[src/rtl/term_pkg.sv]
// rtl/term_pkg.sv - shared constants and state type for the text terminal controller
// Purpose: screen geometry defaults, blank code, control codes, FSM state enum.
// Ports: none (package).
package term_pkg;

  localparam int         ROWS  = 40;
  localparam int         COLS  = 64;
  localparam logic [7:0] BLANK = 8'h20;

  localparam logic [7:0] LF = 8'h0A;
  localparam logic [7:0] CR = 8'h0D;
  localparam logic [7:0] BS = 8'h08;
  localparam logic [7:0] FF = 8'h0C;

  typedef enum logic [1:0] {
    CLEAR_ALL = 2'd0,
    IDLE      = 2'd1,
    CLEAR_ROW = 2'd2
  } state_t;

endpackage

[src/rtl/terminal_controller.sv]
// rtl/terminal_controller.sv - character stream to scrolling text RAM writer
// Purpose: consumes ASCII characters, maintains a cursor and a circular top row,
//          and issues single-port writes into a character RAM.
// Ports:
//   pixel_clk_in          clock, rst_in synchronous active-high reset
//   char_valid_in/char_in character input, accepted when char_ready_out=1
//   char_ready_out        high only in IDLE
//   mem_we_out/mem_addr_out/mem_data_out  character RAM write port, addr={phys_row,col}
//   cursor_row_out/cursor_col_out         logical cursor position
//   top_row_out           physical RAM row displayed as screen row 0
module terminal_controller
  import term_pkg::*;
#(
  parameter int         ROWS  = term_pkg::ROWS,
  parameter int         COLS  = term_pkg::COLS,
  parameter logic [7:0] BLANK = term_pkg::BLANK
) (
  input  logic        pixel_clk_in,
  input  logic        rst_in,
  input  logic        char_valid_in,
  input  logic [7:0]  char_in,
  output logic        char_ready_out,
  output logic        mem_we_out,
  output logic [11:0] mem_addr_out,
  output logic [7:0]  mem_data_out,
  output logic [5:0]  cursor_row_out,
  output logic [5:0]  cursor_col_out,
  output logic [5:0]  top_row_out
);

  localparam int          COL_BITS = $clog2(COLS);
  localparam logic [5:0]  LAST_ROW = 6'(ROWS - 1);
  localparam logic [5:0]  LAST_COL = 6'(COLS - 1);
  localparam logic [11:0] ALL_LAST = 12'(ROWS * COLS - 1);
  localparam logic [11:0] ROW_LAST = 12'(COLS - 1);

  // Both operands are below ROWS, so one conditional subtract is a full modulo.
  function automatic logic [5:0] phys(input logic [5:0] top, input logic [5:0] row);
    logic [6:0] s;
    s = {1'b0, top} + {1'b0, row};
    if (s >= 7'(ROWS)) s = s - 7'(ROWS);
    return s[5:0];
  endfunction

  state_t      r_state, w_state_n;
  logic [11:0] r_cnt, w_cnt_n;
  logic [5:0]  r_row, w_row_n;
  logic [5:0]  r_col, w_col_n;
  logic [5:0]  r_top, w_top_n;
  logic        r_we, w_we_n;
  logic [11:0] r_addr, w_addr_n;
  logic [7:0]  r_data, w_data_n;
  logic        w_scroll;

  logic [5:0]  w_phys;
  logic [5:0]  w_bot;
  logic [5:0]  w_clr_row;
  logic [5:0]  w_clr_col;

  assign w_phys    = phys(r_top, r_row);
  assign w_bot     = phys(r_top, LAST_ROW);
  assign w_clr_row = 6'(r_cnt >> COL_BITS);
  assign w_clr_col = r_cnt[5:0] & LAST_COL;

  // Writes are registered, so every write appears one cycle after the state
  // cycle that produced it; gating with reset keeps the strobe quiet at once.
  assign char_ready_out = (r_state == IDLE) && !rst_in;
  assign mem_we_out     = r_we && !rst_in;
  assign mem_addr_out   = r_addr;
  assign mem_data_out   = r_data;
  assign cursor_row_out = r_row;
  assign cursor_col_out = r_col;
  assign top_row_out    = r_top;

  always_ff @(posedge pixel_clk_in) begin
    if (rst_in) begin
      r_state <= CLEAR_ALL;
      r_cnt   <= 12'd0;
      r_row   <= 6'd0;
      r_col   <= 6'd0;
      r_top   <= 6'd0;
      r_we    <= 1'b0;
      r_addr  <= 12'd0;
      r_data  <= 8'd0;
    end else begin
      r_state <= w_state_n;
      r_cnt   <= w_cnt_n;
      r_row   <= w_row_n;
      r_col   <= w_col_n;
      r_top   <= w_top_n;
      r_we    <= w_we_n;
      r_addr  <= w_addr_n;
      r_data  <= w_data_n;
    end
  end

  always_comb begin
    w_state_n = r_state;
    w_cnt_n   = r_cnt;
    w_row_n   = r_row;
    w_col_n   = r_col;
    w_top_n   = r_top;
    w_we_n    = 1'b0;
    w_addr_n  = r_addr;
    w_data_n  = r_data;
    w_scroll  = 1'b0;

    case (r_state)
      CLEAR_ALL: begin
        w_we_n   = 1'b1;
        w_addr_n = {w_clr_row, w_clr_col};
        w_data_n = BLANK;
        if (r_cnt == ALL_LAST) begin
          w_state_n = IDLE;
          w_cnt_n   = 12'd0;
        end else begin
          w_cnt_n = r_cnt + 12'd1;
        end
      end

      CLEAR_ROW: begin
        w_we_n   = 1'b1;
        w_addr_n = {w_bot, r_cnt[5:0]};
        w_data_n = BLANK;
        if (r_cnt == ROW_LAST) begin
          w_state_n = IDLE;
          w_cnt_n   = 12'd0;
        end else begin
          w_cnt_n = r_cnt + 12'd1;
        end
      end

      IDLE: begin
        if (char_valid_in) begin
          if (char_in >= 8'h20 && char_in <= 8'h7E) begin
            w_we_n   = 1'b1;
            w_addr_n = {w_phys, r_col};
            w_data_n = char_in;
            if (r_col == LAST_COL) begin
              w_col_n = 6'd0;
              if (r_row != LAST_ROW) w_row_n = r_row + 6'd1;
              else                   w_scroll = 1'b1;
            end else begin
              w_col_n = r_col + 6'd1;
            end
          end else begin
            case (char_in)
              LF: begin
                if (r_row != LAST_ROW) w_row_n = r_row + 6'd1;
                else                   w_scroll = 1'b1;
              end
              CR: w_col_n = 6'd0;
              BS: begin
                if (r_col != 6'd0) begin
                  w_col_n  = r_col - 6'd1;
                  w_we_n   = 1'b1;
                  w_addr_n = {w_phys, r_col - 6'd1};
                  w_data_n = BLANK;
                end else if (r_row != 6'd0) begin
                  w_row_n  = r_row - 6'd1;
                  w_col_n  = LAST_COL;
                  w_we_n   = 1'b1;
                  w_addr_n = {phys(r_top, r_row - 6'd1), LAST_COL};
                  w_data_n = BLANK;
                end
              end
              FF: begin
                w_state_n = CLEAR_ALL;
                w_cnt_n   = 12'd0;
                w_row_n   = 6'd0;
                w_col_n   = 6'd0;
                w_top_n   = 6'd0;
              end
              default: ;
            endcase
          end

          // The cleared row is the old top row, which becomes the new bottom.
          if (w_scroll) begin
            w_top_n   = (r_top == LAST_ROW) ? 6'd0 : r_top + 6'd1;
            w_state_n = CLEAR_ROW;
            w_cnt_n   = 12'd0;
          end
        end
      end

      default: begin
        w_state_n = CLEAR_ALL;
        w_cnt_n   = 12'd0;
      end
    endcase
  end

endmodule

[config.mk]
export PLATFORM = sky130hd
export DESIGN_NAME = terminal_controller
export DESIGN_NICKNAME = d
export VERILOG_FILES = /design/src/rtl/term_pkg.sv /design/src/rtl/terminal_controller.sv
export SDC_FILE = /design/constraint.sdc
export NUM_CORES = 1
export LEC_CHECK = 0
export CORE_MARGIN = 2
export CORE_UTILIZATION = 32
export CTS_CLUSTER_DIAMETER = 120
export CTS_CLUSTER_SIZE = 25
export DETAILED_ROUTE_END_ITERATION = 8
export HOLD_SLACK_MARGIN = 0.06
export PLACE_DENSITY = 0.56
export SYNTH_ARGS = -nofsm -noshare
export SYNTH_HDL_FRONTEND = slang
export SYNTH_SLANG_ARGS = --single-unit
[constraint.sdc]
create_clock -name pixel_clk_in -period 3.7 [get_ports pixel_clk_in]
set_clock_uncertainty 0.1 [all_clocks]
set_input_delay 0.555 -clock pixel_clk_in [delete_from_list [all_inputs] [get_ports pixel_clk_in]]
set_output_delay 0.555 -clock pixel_clk_in [all_outputs]
set_load 0.1 [all_outputs]
==> impl_metrics.yaml <==
finish:
  stdcell_area_um2: 5020
  num-fill-cells: 1326
  seq_area_um2: 1060
  final_core_util: 0.396
  area_delta_synth_final_pct: 20.1
  diodes: 0
  multi_input_area_um2: 2900
  drive_above_1_share: 0.0864
  fin_nets: 631
timing:
  drv_slew: 0
  fin_tns_setup_ns: 0
  setup_viol: 0
  postLayoutSetupSlackWorst_ns: 0.199
  hold_viol_final: 0
  period_share: 0.946
  fmax_mhz: 286
  hold_slack_ns: 0.358
  worst_pin_slew_ns: 0.982
  relSlewSlack: 0.343
  rsz0062_at_grt: "false"
  final_period_minus_worst_setup_slack_ns: 3.50
yosys:
  yosysSeqAreaShare: 0.254
  muxShareOfSynthArea: 0.0123
  synth_cells: 550
  synth_xor_area_frac: 0.0524
  synth_top_family_by_area: "compound AO/OA/AOI/OAI gates"
  synth_compound_gate_area_share: 0.265
  syn-cell-area_um2: 4180
  async_reset_ff_frac: 0
  synthAdderAreaFrac: 0.0963
  synthSimpleGateAreaFrac: 0.264
  synth_edf_count: 0
  syn_nets: 592
  yosysWarnings: 0
  synth_flop_cell: "dfxtp_1"
  syn_avg_cell_area_um2: 7.60
  synth_cell_types: 74
  synth.ff_latch_count: 53
global_routing:
  antenna_found_initial: 0
  grt_pass1_vias: 4013
  grt_max_degree: 55
  grt_pass1_wl_um: 20400
  track_usage: 0.179
  grt-ovfl-total: 0
drt:
  wl_per_cell_um: 16.5
  drc: 0
  drt_iter0_drc: 258
  drtAntennaViolNets: 0
  finalWirelength_um: 12600
  firstDrtPassIters: 5
  vias: 4234
  routed_via_density: 5.56
floorplan:
  start_util: 0.330
  rows: 41
  die_x_um: 118
  die_h_um: 118
  design.core.area_um2: 12700
  io-pin-count: 51
  die_area_um2: 14000
setup_path:
  cp-end-kind: "flip-flop"
  startpoint_type: "flip-flop"
  cpPeakStageDelay_ns: 0.44
  worstSetupPathType: "reg -> reg"
  worstPathCellList: "inv_1, ha_1, nor3b_1, xnor2_1, ha_1, or3_1, a2111oi_2, o22ai_2, xnor2_1, o311a_1, a211oi_1"
  worstPathMaxFanout: 9
  cp_slowest_cell: "a2111oi_2"
  reg2reg_slack_ns: 0.20
  cp.required_ns: 3.82
  crit_arrival_ns: 3.62
place:
  dpl_cell_area_um2: 4830
  io_buffers: 50
  place_hpwl_um: 9290
  gp_congestion: 0.921
  dp_slack_ns: 0.274
power:
  clkPwrFrac: 0.379
  power.leakage_uw: 0.00183
  swShare: 0.318
  p_int_uw: 999
  power_density_nw_per_um2: 292
  netSwitchingPower_uw: 466
  power_frac_seq: 0.415
  p_comb_frac: 0.206
  vdd_drop_max_v: 0.000245
clocking:
  cts_hold_buf: 0
  cts_tree: "done"
  cts.path.max_buffers: 2
  cts_root_buf: "clkbuf_16"
  htreeDepth: 2
  clock_sinks: 53
  cts_made_buffers: 5
  clock_latency_ns: 0.30
  clk_pin_slew_worst_paths_ns: 0.08
outcome:
  status: "completed"
worst_hold_path:
  hold_class: "reg -> reg"
run:
  max-cap-violations: 0
==> what timing repair did <==
item                       CTS  global route
resized for setup            0             4
setup endpoints to repair    0             2
setup buffers                0             2
==> routing by layer <==
| layer | up-vias | global-route usage | part of all wire | wire length (um) |
|---|---|---|---|---|
| met5 | - | 0 | 0 | 0 |
| met2 | 128 | 0.286 | 0.47 | 5950 |
| met1 | 1994 | 0.244 | 0.46 | 5810 |
| met3 | 16 | 0.0309 | 0.052 | 648 |
| met4 | 0 | 0.0535 | 0.013 | 160 |
| li1 | 2096 | - | - | - |
==> synth_stat cells, drive strengths merged, types with 5 or more instances <==
cell	number	area share
nor2	71	0.064
dfxtp	53	0.25
a21oi	46	0.059
nand2	42	0.038
ha	29	0.087
nand3	27	0.032
o21ai	27	0.032
inv	25	0.022
nor3	20	0.025
clkbuf	19	0.017
xnor2	19	0.040
a211oi	14	0.025
buf	12	0.017
a31oi	8	0.012
nand2b	8	0.012
nor3b	8	0.014
or2	7	0.010
a311oi	6	0.013
and3	6	0.0090
or3	6	0.0090
xor2	6	0.013
a22oi	5	0.012
nand4	5	0.0075
nor4	5	0.013
o32ai	5	0.015
==> final timing paths <==
path / from / end / cells after the start
worst max register to register: cursor_row_out[0] / mem_addr_out[9] / 11
worst min register to register: mem_addr_out[6] / mem_addr_out[6] / 2
worst max-delay path: cursor_row_out[0] / mem_addr_out[9] / 11
worst min-delay path: mem_addr_out[6] / mem_addr_out[6] / 2
==> cell type report <==
cell class,count,area share
inverters,25,0.0187
clock inverters,2,0.00772
flip-flops and latches,53,0.212
repair buffers,63,0.116
multi-input cells,441,0.577
clock buffers,6,0.0257
well taps,172,0.0428
==> cells by family (layout without fill, tap and decap cells) <==
kind of cell               count (synthesis)  count (layout)
and+or+nand+nor                          221             221
buffers and inverters                     56              96
muxes                                      5               5
adders and majority gates                 31              31
DFF                                       53              53
xor gates and xnor gates                  25              25
AOI/OAI and AO/OA                        159             159
==> power groups by stage <==
stage,sequential (uW),clock [uW],combinational (uW)
3_3_place_gp,621,0,301
3_5_place_dp,621,0,301
6_report,608,555,302
5_1_grt,611,589,325
4_1_cts,608,568,302
2_1_floorplan,698,0,146
==> per-stage QoR <==
stage / std cells / total power (uW)
floorplan: 550 / 843
global placement: 752 / 922
detailed placement: 752 / 922
CTS: 760 / 1480
global route: 762 / 1520
finish: 762 / 1460
==> critical path: cells and delay by family (launching register included) <==
family / cells / cell delay, ns
AO/OA/AOI/OAI: 4 / 1.13
AND/OR/NAND/NOR: 2 / 0.59
XOR/XNOR: 2 / 0.47
flip-flops: 1 / 0.42
buffers and inverters: 1 / 0.11
adder cells (fa/ha/maj): 2 / 0.58
==> layout by cell type (no fill, tap or decap), drive strengths merged, types with 14 or more instances in the layout <==
cell,count
nand2,42
buf,18
xnor2,19
nor3,20
nor2,71
a211oi,14
o21ai,27
dfxtp,53
inv,25
a21oi,46
ha,29
nand3,27
clkdlybuf4s50,45
==> state kept, by name, summed over array words and instances (netlist names) <==
| register | count |
|---|---|
| mem_data_out | 8 |
| r_we | 1 |
| r_cnt | 12 |
| cursor_col_out | 6 |
| r_state | 2 |
| top_row_out | 6 |
| mem_addr_out | 12 |
| cursor_row_out | 6 |
Power figures use the tool's default switching activity.
